### config.mk
export PLATFORM = sky130hd
export DESIGN_NAME = mult_div_unit_flat
export DESIGN_NICKNAME = d
export VERILOG_FILES = /design/src/rtl/mult_div_unit_if.sv /design/src/rtl/mult_div_unit.sv /design/src/flat_wrapper.sv
export SDC_FILE = /design/constraint.sdc
export NUM_CORES = 1
export LEC_CHECK = 0
export BUFFER_PORTS_ARGS = -buffer_cell sky130_fd_sc_hd__clkbuf_2
export CAP_MARGIN = 10
export CORE_MARGIN = 2
export CORE_UTILIZATION = 55
export CTS_BUF_LIST = sky130_fd_sc_hd__clkbuf_4 sky130_fd_sc_hd__clkbuf_8
export DETAILED_ROUTE_END_ITERATION = 8
export GPL_TIMING_DRIVEN = 0
export HOLD_SLACK_MARGIN = 0.15
export PLACE_DENSITY = 0.76
export SLEW_MARGIN = 20
export SYNTH_ARGS = -nofsm -noshare
export SYNTH_HDL_FRONTEND = slang
export SYNTH_SLANG_ARGS = --single-unit
### constraint.sdc
create_clock -name clk -period 14.4 [get_ports clk]
set_input_delay 1.44 -clock clk [delete_from_list [all_inputs] [get_ports clk]]
set_output_delay 1.44 -clock clk [all_outputs]
set_load 0.05 [all_outputs]
### src/rtl/mult_div_unit_if.sv
// mult_div_unit_if
// Bundles the controller-side signals of the multiply/divide unit.
//   master : controller / register-file side (drives start, op, operands, MTHI/MTLO)
//   slave  : mult_div_unit itself (drives busy, done, divByZero, hi, lo)
// Ports carried:
//   start, op[1:0], opA, opB     - operation launch and operands
//   writeHi, writeLo, writeData  - MTHI / MTLO path
//   busy, done, divByZero        - status handshake
//   hi, lo                       - HI/LO readout for MFHI/MFLO
//   abort                        - only present when MDU_ABORT_EN is defined
interface mult_div_unit_if #(
  parameter int WIDTH = 32
);
  logic             start;
  logic [1:0]       op;
  logic [WIDTH-1:0] opA;
  logic [WIDTH-1:0] opB;
  logic             writeHi;
  logic             writeLo;
  logic [WIDTH-1:0] writeData;
  logic             busy;
  logic             done;
  logic             divByZero;
  logic [WIDTH-1:0] hi;
  logic [WIDTH-1:0] lo;
`ifdef MDU_ABORT_EN
  logic             abort;
`endif

  modport master (
`ifdef MDU_ABORT_EN
    output abort,
`endif
    output start, op, opA, opB, writeHi, writeLo, writeData,
    input  busy, done, divByZero, hi, lo
  );

  modport slave (
`ifdef MDU_ABORT_EN
    input  abort,
`endif
    input  start, op, opA, opB, writeHi, writeLo, writeData,
    output busy, done, divByZero, hi, lo
  );
endinterface

### src/rtl/mult_div_unit.sv
// mult_div_unit
// Iterative WIDTH-bit multiply/divide unit for the MIPS datapath. Runs
// MULTU/MULT/DIVU/DIV in WIDTH iteration cycles plus one sign-fixup cycle,
// holding the result in HI/LO. MTHI/MTLO writes are accepted only when idle.
// Ports:
//   clk    - clock, all state updates on posedge
//   reset  - asynchronous, active-high; clears all state
//   bus    - mult_div_unit_if.slave (start/op/opA/opB, writeHi/writeLo/writeData,
//            busy/done/divByZero/hi/lo)
// Optional feature: define MDU_ABORT_EN to add bus.abort, which cancels a
// running operation without touching HI/LO/divByZero.
module mult_div_unit #(
  parameter int WIDTH = 32
) (
  input logic              clk,
  input logic              reset,
  mult_div_unit_if.slave   bus
);

  localparam int CNT_W = (WIDTH > 1) ? $clog2(WIDTH) : 1;

  typedef enum logic [1:0] {
    IDLE,
    RUN,
    FIXUP
  } state_t;

  state_t             state_q, state_d;
  logic [CNT_W-1:0]   count_q, count_d;
  // acc_hi/acc_lo hold the running product (hi:lo) for multiply, or the
  // partial remainder (hi) and dividend-shifting-into-quotient (lo) for divide.
  logic [WIDTH-1:0]   acc_hi_q, acc_hi_d;
  logic [WIDTH-1:0]   acc_lo_q, acc_lo_d;
  logic [WIDTH-1:0]   operand_b_q, operand_b_d;
  logic               is_div_q, is_div_d;
  logic               neg_result_q, neg_result_d;
  logic               neg_rem_q, neg_rem_d;
  logic               busy_q, busy_d;
  logic               done_q, done_d;
  logic               div_by_zero_q, div_by_zero_d;
  logic [WIDTH-1:0]   hi_q, hi_d;
  logic [WIDTH-1:0]   lo_q, lo_d;

  // Operand magnitudes and sign bits for signed ops, computed from the live buses
  logic               signed_op;
  logic               a_neg, b_neg;
  logic [WIDTH-1:0]   mag_a, mag_b;

  // Iteration datapath
  logic [WIDTH-1:0]   mult_addend;
  logic [WIDTH:0]     mult_sum;
  logic [WIDTH:0]     div_shift;
  logic [WIDTH:0]     div_trial;

  // Fixup datapath
  logic [2*WIDTH-1:0] product;
  logic [2*WIDTH-1:0] product_fixed;
  logic [WIDTH-1:0]   quo_fixed;
  logic [WIDTH-1:0]   rem_fixed;

  always_comb begin
    signed_op = bus.op[0];
    a_neg     = signed_op & bus.opA[WIDTH-1];
    b_neg     = signed_op & bus.opB[WIDTH-1];
    mag_a     = a_neg ? -bus.opA : bus.opA;
    mag_b     = b_neg ? -bus.opB : bus.opB;

    mult_addend = acc_lo_q[0] ? operand_b_q : '0;
    mult_sum    = {1'b0, acc_hi_q} + {1'b0, mult_addend};

    // Restoring division: the remainder never exceeds the divisor, so the
    // shifted value fits WIDTH+1 bits and the trial sign bit decides restore.
    div_shift = {acc_hi_q, acc_lo_q[WIDTH-1]};
    div_trial = div_shift - {1'b0, operand_b_q};

    product       = {acc_hi_q, acc_lo_q};
    product_fixed = neg_result_q ? -product : product;
    quo_fixed     = neg_result_q ? -acc_lo_q : acc_lo_q;
    rem_fixed     = neg_rem_q ? -acc_hi_q : acc_hi_q;
  end

  // Next-state logic. For a zero divisor the restoring loop naturally leaves
  // the dividend magnitude in the remainder, so re-applying the dividend sign
  // recovers opA exactly; only the quotient needs forcing to all ones.
  always_comb begin
    state_d       = state_q;
    count_d       = count_q;
    acc_hi_d      = acc_hi_q;
    acc_lo_d      = acc_lo_q;
    operand_b_d   = operand_b_q;
    is_div_d      = is_div_q;
    neg_result_d  = neg_result_q;
    neg_rem_d     = neg_rem_q;
    busy_d        = busy_q;
    done_d        = 1'b0;
    div_by_zero_d = div_by_zero_q;
    hi_d          = hi_q;
    lo_d          = lo_q;

    case (state_q)
      IDLE: begin
        if (bus.writeHi) hi_d = bus.writeData;
        if (bus.writeLo) lo_d = bus.writeData;
        if (bus.start) begin
          state_d       = RUN;
          count_d       = '0;
          acc_hi_d      = '0;
          acc_lo_d      = mag_a;
          operand_b_d   = mag_b;
          is_div_d      = bus.op[1];
          neg_result_d  = a_neg ^ b_neg;
          neg_rem_d     = a_neg;
          busy_d        = 1'b1;
          div_by_zero_d = 1'b0;
        end
      end

      RUN: begin
        if (is_div_q) begin
          if (!div_trial[WIDTH]) begin
            acc_hi_d = div_trial[WIDTH-1:0];
            acc_lo_d = {acc_lo_q[WIDTH-2:0], 1'b1};
          end else begin
            acc_hi_d = div_shift[WIDTH-1:0];
            acc_lo_d = {acc_lo_q[WIDTH-2:0], 1'b0};
          end
        end else begin
          acc_hi_d = mult_sum[WIDTH:1];
          acc_lo_d = {mult_sum[0], acc_lo_q[WIDTH-1:1]};
        end
        if (count_q == CNT_W'(WIDTH - 1)) begin
          state_d = FIXUP;
        end else begin
          count_d = count_q + 1'b1;
        end
      end

      FIXUP: begin
        if (is_div_q) begin
          hi_d          = rem_fixed;
          lo_d          = (operand_b_q == '0) ? '1 : quo_fixed;
          div_by_zero_d = (operand_b_q == '0);
        end else begin
          hi_d = product_fixed[2*WIDTH-1:WIDTH];
          lo_d = product_fixed[WIDTH-1:0];
        end
        done_d  = 1'b1;
        busy_d  = 1'b0;
        state_d = IDLE;
      end

      default: begin
        state_d = IDLE;
        busy_d  = 1'b0;
      end
    endcase

`ifdef MDU_ABORT_EN
    // Abort wins over everything a running operation would do this edge,
    // including the FIXUP write-back.
    if (bus.abort && (state_q != IDLE)) begin
      state_d       = IDLE;
      busy_d        = 1'b0;
      done_d        = 1'b0;
      hi_d          = hi_q;
      lo_d          = lo_q;
      div_by_zero_d = div_by_zero_q;
    end
`endif
  end

  always_ff @(posedge clk or posedge reset) begin
    if (reset) begin
      state_q       <= IDLE;
      count_q       <= '0;
      acc_hi_q      <= '0;
      acc_lo_q      <= '0;
      operand_b_q   <= '0;
      is_div_q      <= 1'b0;
      neg_result_q  <= 1'b0;
      neg_rem_q     <= 1'b0;
      busy_q        <= 1'b0;
      done_q        <= 1'b0;
      div_by_zero_q <= 1'b0;
      hi_q          <= '0;
      lo_q          <= '0;
    end else begin
      state_q       <= state_d;
      count_q       <= count_d;
      acc_hi_q      <= acc_hi_d;
      acc_lo_q      <= acc_lo_d;
      operand_b_q   <= operand_b_d;
      is_div_q      <= is_div_d;
      neg_result_q  <= neg_result_d;
      neg_rem_q     <= neg_rem_d;
      busy_q        <= busy_d;
      done_q        <= done_d;
      div_by_zero_q <= div_by_zero_d;
      hi_q          <= hi_d;
      lo_q          <= lo_d;
    end
  end

  assign bus.busy      = busy_q;
  assign bus.done      = done_q;
  assign bus.divByZero = div_by_zero_q;
  assign bus.hi        = hi_q;
  assign bus.lo        = lo_q;

endmodule
### src/flat_wrapper.sv
// flat-port wrapper written by rule: the top's interface ports become plain ports
module mult_div_unit_flat 
#(
  parameter int WIDTH = 32
)
  (clk, reset, bus_start, bus_op, bus_opA, bus_opB, bus_writeHi, bus_writeLo, bus_writeData, bus_busy, bus_done, bus_divByZero, bus_hi, bus_lo);
  mult_div_unit_if #(.WIDTH(WIDTH)) bus_i ();
  input logic clk;
  input logic reset;
  input wire logic [$bits(bus_i.start)-1:0] bus_start;
  input wire logic [$bits(bus_i.op)-1:0] bus_op;
  input wire logic [$bits(bus_i.opA)-1:0] bus_opA;
  input wire logic [$bits(bus_i.opB)-1:0] bus_opB;
  input wire logic [$bits(bus_i.writeHi)-1:0] bus_writeHi;
  input wire logic [$bits(bus_i.writeLo)-1:0] bus_writeLo;
  input wire logic [$bits(bus_i.writeData)-1:0] bus_writeData;
  output wire logic [$bits(bus_i.busy)-1:0] bus_busy;
  output wire logic [$bits(bus_i.done)-1:0] bus_done;
  output wire logic [$bits(bus_i.divByZero)-1:0] bus_divByZero;
  output wire logic [$bits(bus_i.hi)-1:0] bus_hi;
  output wire logic [$bits(bus_i.lo)-1:0] bus_lo;
  assign bus_i.start = bus_start;
  assign bus_i.op = bus_op;
  assign bus_i.opA = bus_opA;
  assign bus_i.opB = bus_opB;
  assign bus_i.writeHi = bus_writeHi;
  assign bus_i.writeLo = bus_writeLo;
  assign bus_i.writeData = bus_writeData;
  assign bus_busy = bus_i.busy;
  assign bus_done = bus_i.done;
  assign bus_divByZero = bus_i.divByZero;
  assign bus_hi = bus_i.hi;
  assign bus_lo = bus_i.lo;
  mult_div_unit #(.WIDTH(WIDTH)) u_core (.clk(clk), .reset(reset), .bus(bus_i));
endmodule
==> reports/metrics.yaml <==
logic_synthesis:
  synth-seq-cells: 173
  synthCells: 1827
  yosysTopAreaCellShare: 0.303
  yosys_most_used_dff: "dfrtp_1"
  synth_edf_count: 0
  yosysUniqueCellTypes: 77
  avgSynthCellArea_um2: 7.81
  synth_top_cell_by_area: "dfrtp_1"
  synthesis.nets: 2002
  synth_warnings: 0
  async_reset_ff_frac: 1.00
  netlist_area_um2: 14300
  synth.area.top_cells: "dfrtp_1 30%, o21ai_0 8.9%, nand2_1 6.8%, ha_1 6.1%, xnor2_1 6.0%"
  ys_seq_area_frac: 0.303
  ys_top_cells_by_count: "260 x nand2_1, 254 x o21ai_0, 173 x dfrtp_1, 139 x nor2_1, 104 x a21oi_1"
  yosysMostFrequentCell: "nand2_1"
clock_network:
  cts_setup_buffers: 0
  cts_made_buffers: 17
  cts_max_level: 4
  clk_latency_ns: 0.50
  root_buffer: "clkbuf_8"
  clockBufferDepth: 2
  cts_resized: 0
  path_clk_slew_ns: 0.12
  cts_hold_buf: 0
  cts_tree: "built"
  clock_sinks: 173
pwr:
  leakage_nw: 7.06
  power_w: 0.00449
  ir_drop_uv: 184
  power_density_nw_per_um2: 281
global_route:
  grtUsageTotal: 0.353
  grt_pass1_vias: 13646
  grt_max_degree: 97
  grt_antenna_before_repair: 1
  gr-total-overflow: 0
  grt_first_pass_wirelength_mm: 74.4
worst_setup_path:
  crit_arrival_ns: 5.01
  critPathMaxStageDelay_ns: 0.60
  crit_chain: "clkbuf_1 > inv_1 > clkbuf_1 > nor2_1 > ha_1 > o21a_1 > o31a_1 > o31ai_2 > a21oi_1 > or4b_1 > a41oi_1 > o21ai_1 > a2111oi_0 > o21ai_0 > and3_1"
  start_kind: "register"
  reg2regPathDepth: 15
  cp-end-kind: "register"
  critical_path.max_fanout: 10
  path_class: "register to register"
  cp_data_required_time_ns: 14.79
  crit_slowest_cell: "or4b_1"
  crit_top_cell: "clkbuf_1"
placed_design:
  gp_congestion: 0.993
  dpl_cell_area_um2: 15600
  dp_hpwl_mm: 37.7
  portBuffers: 169
  dpl.cell_count: 2327
detailed_routing:
  drc_errors: 0
  avgViaCountPerCell: 6.26
  drt-total-wl_mm: 47.9
  drt-initial-drc-count: 1523
  dr.pass1.iters: 5
  drt-wirelength-per-cell_um: 20.3
  antenna_left: 0
  vias: 14764
sta:
  finalHoldWorstSlack_ns: 0.492
  tightest_slew_ns: 0.919
  rsz0062_at_grt: "false"
  clock_skew_ns: 0.0303
  clock.fmax_mhz: 217
  maxSlewHeadroom: 0.384
  fin_crit_sh: 0.321
  fin_crit_ns: 4.62
  slew_viol_final: 0
  tns_ns: 0
  finalHoldViolCount: 0
  finalSetupViolations: 0
min_path:
  holdPathStages: 2
  hold_class: "register to register"
final_layout:
  nFillCells: 2343
  final_cells: 2359
  seq_area_um2: 4330
  multiInputGateArea_um2: 9300
  fin_area_um2: 16000
  drive_gt1_frac: 0.120
  syn2layout_area_growth_pct: 12.1
  nets: 2191
  antenna_cells: 0
floorplanning:
  die_w_um: 165
  dieArea_um2: 27300
  core_um2: 25300
  rows: 58
  start_util: 0.564
  die_y_um: 165
  io_pins: 170
job:
  cap_violations: 0
run_status:
  status: "complete, no violations"
-- placed cells by master, fill, tap and decap left out, types with 15 or more instances in the layout --
cell type	n
nor4_1	20
or2_2	15
a21oi_1	104
a31oi_1	20
ha_1	70
clkbuf_8	17
inv_1	61
a22oi_1	25
dfrtp_1	173
xor2_1	73
a21o_1	16
clkbuf_2	169
mux2i_1	54
nor2_1	139
o21ai_0	254
xnor2_1	97
nor3_1	34
o31ai_1	24
or3_1	20
and3_1	15
o22ai_1	33
o21a_1	15
nand3_1	26
nand2_1	260
clkbuf_1	95
-- where the power goes --
group | internal [W] | switching [W]
clock network | 0.000164 | 0.000226
registers | 0.000722 | 0.000308
logic | 0.00113 | 0.00194
total | 0.00201 | 0.00248
-- registers in the layout, summed over array words and instances, names as in the netlist --
register,count
u_core.bus.divByZero,1
u_core.neg_rem_q,1
u_core.state_q,2
u_core.operand_b_q,32
u_core.bus.hi,32
u_core.bus.busy,1
u_core.count_q,5
u_core.neg_result_q,1
u_core.is_div_q,1
u_core.bus.done,1
u_core.acc_lo_q,32
u_core.acc_hi_q,32
u_core.bus.lo,32
-- final timing paths --
path                                                   start                                 to  slack [ns]
max                           u_core.acc_lo_q[0]$_DFFE_PP0P_    u_core.acc_hi_q[31]$_DFFE_PP0P_        9.78
min                        u_core.operand_b_q[8]$_DFFE_PP0P_  u_core.operand_b_q[8]$_DFFE_PP0P_        0.49
max reg2reg                   u_core.acc_lo_q[0]$_DFFE_PP0P_    u_core.acc_hi_q[31]$_DFFE_PP0P_        9.78
min reg2reg                u_core.operand_b_q[8]$_DFFE_PP0P_  u_core.operand_b_q[8]$_DFFE_PP0P_        0.49
max in group asynchronous                              reset    u_core.acc_hi_q[27]$_DFFE_PP0P_       12.48
min in group asynchronous                              reset     u_core.acc_hi_q[8]$_DFFE_PP0P_        0.98
-- area by class of cell --
cell class | count | area share
buffer | 107 | 0.0264
clock buffer | 17 | 0.0146
clock inverter | 15 | 0.0123
inverter | 62 | 0.0150
multi-input combinational | 1485 | 0.581
sequential | 173 | 0.270
tap | 330 | 0.0258
timing repair buffer | 170 | 0.0546
-- worst max-delay path, delay by kind of cell (launching register included) --
family                     cells  cell delay, ns
AOI/OAI and AO/OA              8            1.88
buffers and inverters          3            1.05
and+or+nand+nor                3            0.94
DFF                            1            0.33
adders and majority gates      1            0.30
-- per-stage QoR --
step	utilization	setup slack (ns)
after floorplan	-	8.27
after global placement	0.613	6.09
after detailed placement	0.615	9.97
after CTS	0.632	9.92
after global routing	0.632	9.55
final	0.632	9.78
-- cells by family after synthesis --
kind of cell / after synthesis / synth area share
AND/OR/NAND/NOR: 606 / 0.195
adder cells (fa/ha/maj): 72 / 0.0642
flip-flops: 173 / 0.303
buffers and inverters: 169 / 0.0459
multiplexers: 59 / 0.0418
AO/OA/AOI/OAI: 577 / 0.243
XOR/XNOR: 171 / 0.106
-- per-layer routing --
| layer | routed length [um] | vias to the layer above | global-route usage |
|---|---|---|---|
| li1 | - | 6908 | - |
| met1 | 20800 | 7057 | 0.496 |
| met2 | 20900 | 697 | 0.536 |
| met3 | 4710 | 100 | 0.0767 |
| met4 | 1530 | 2 | 0.126 |
| met5 | 14 | - | 0 |
Power figures use the tool's default switching activity.
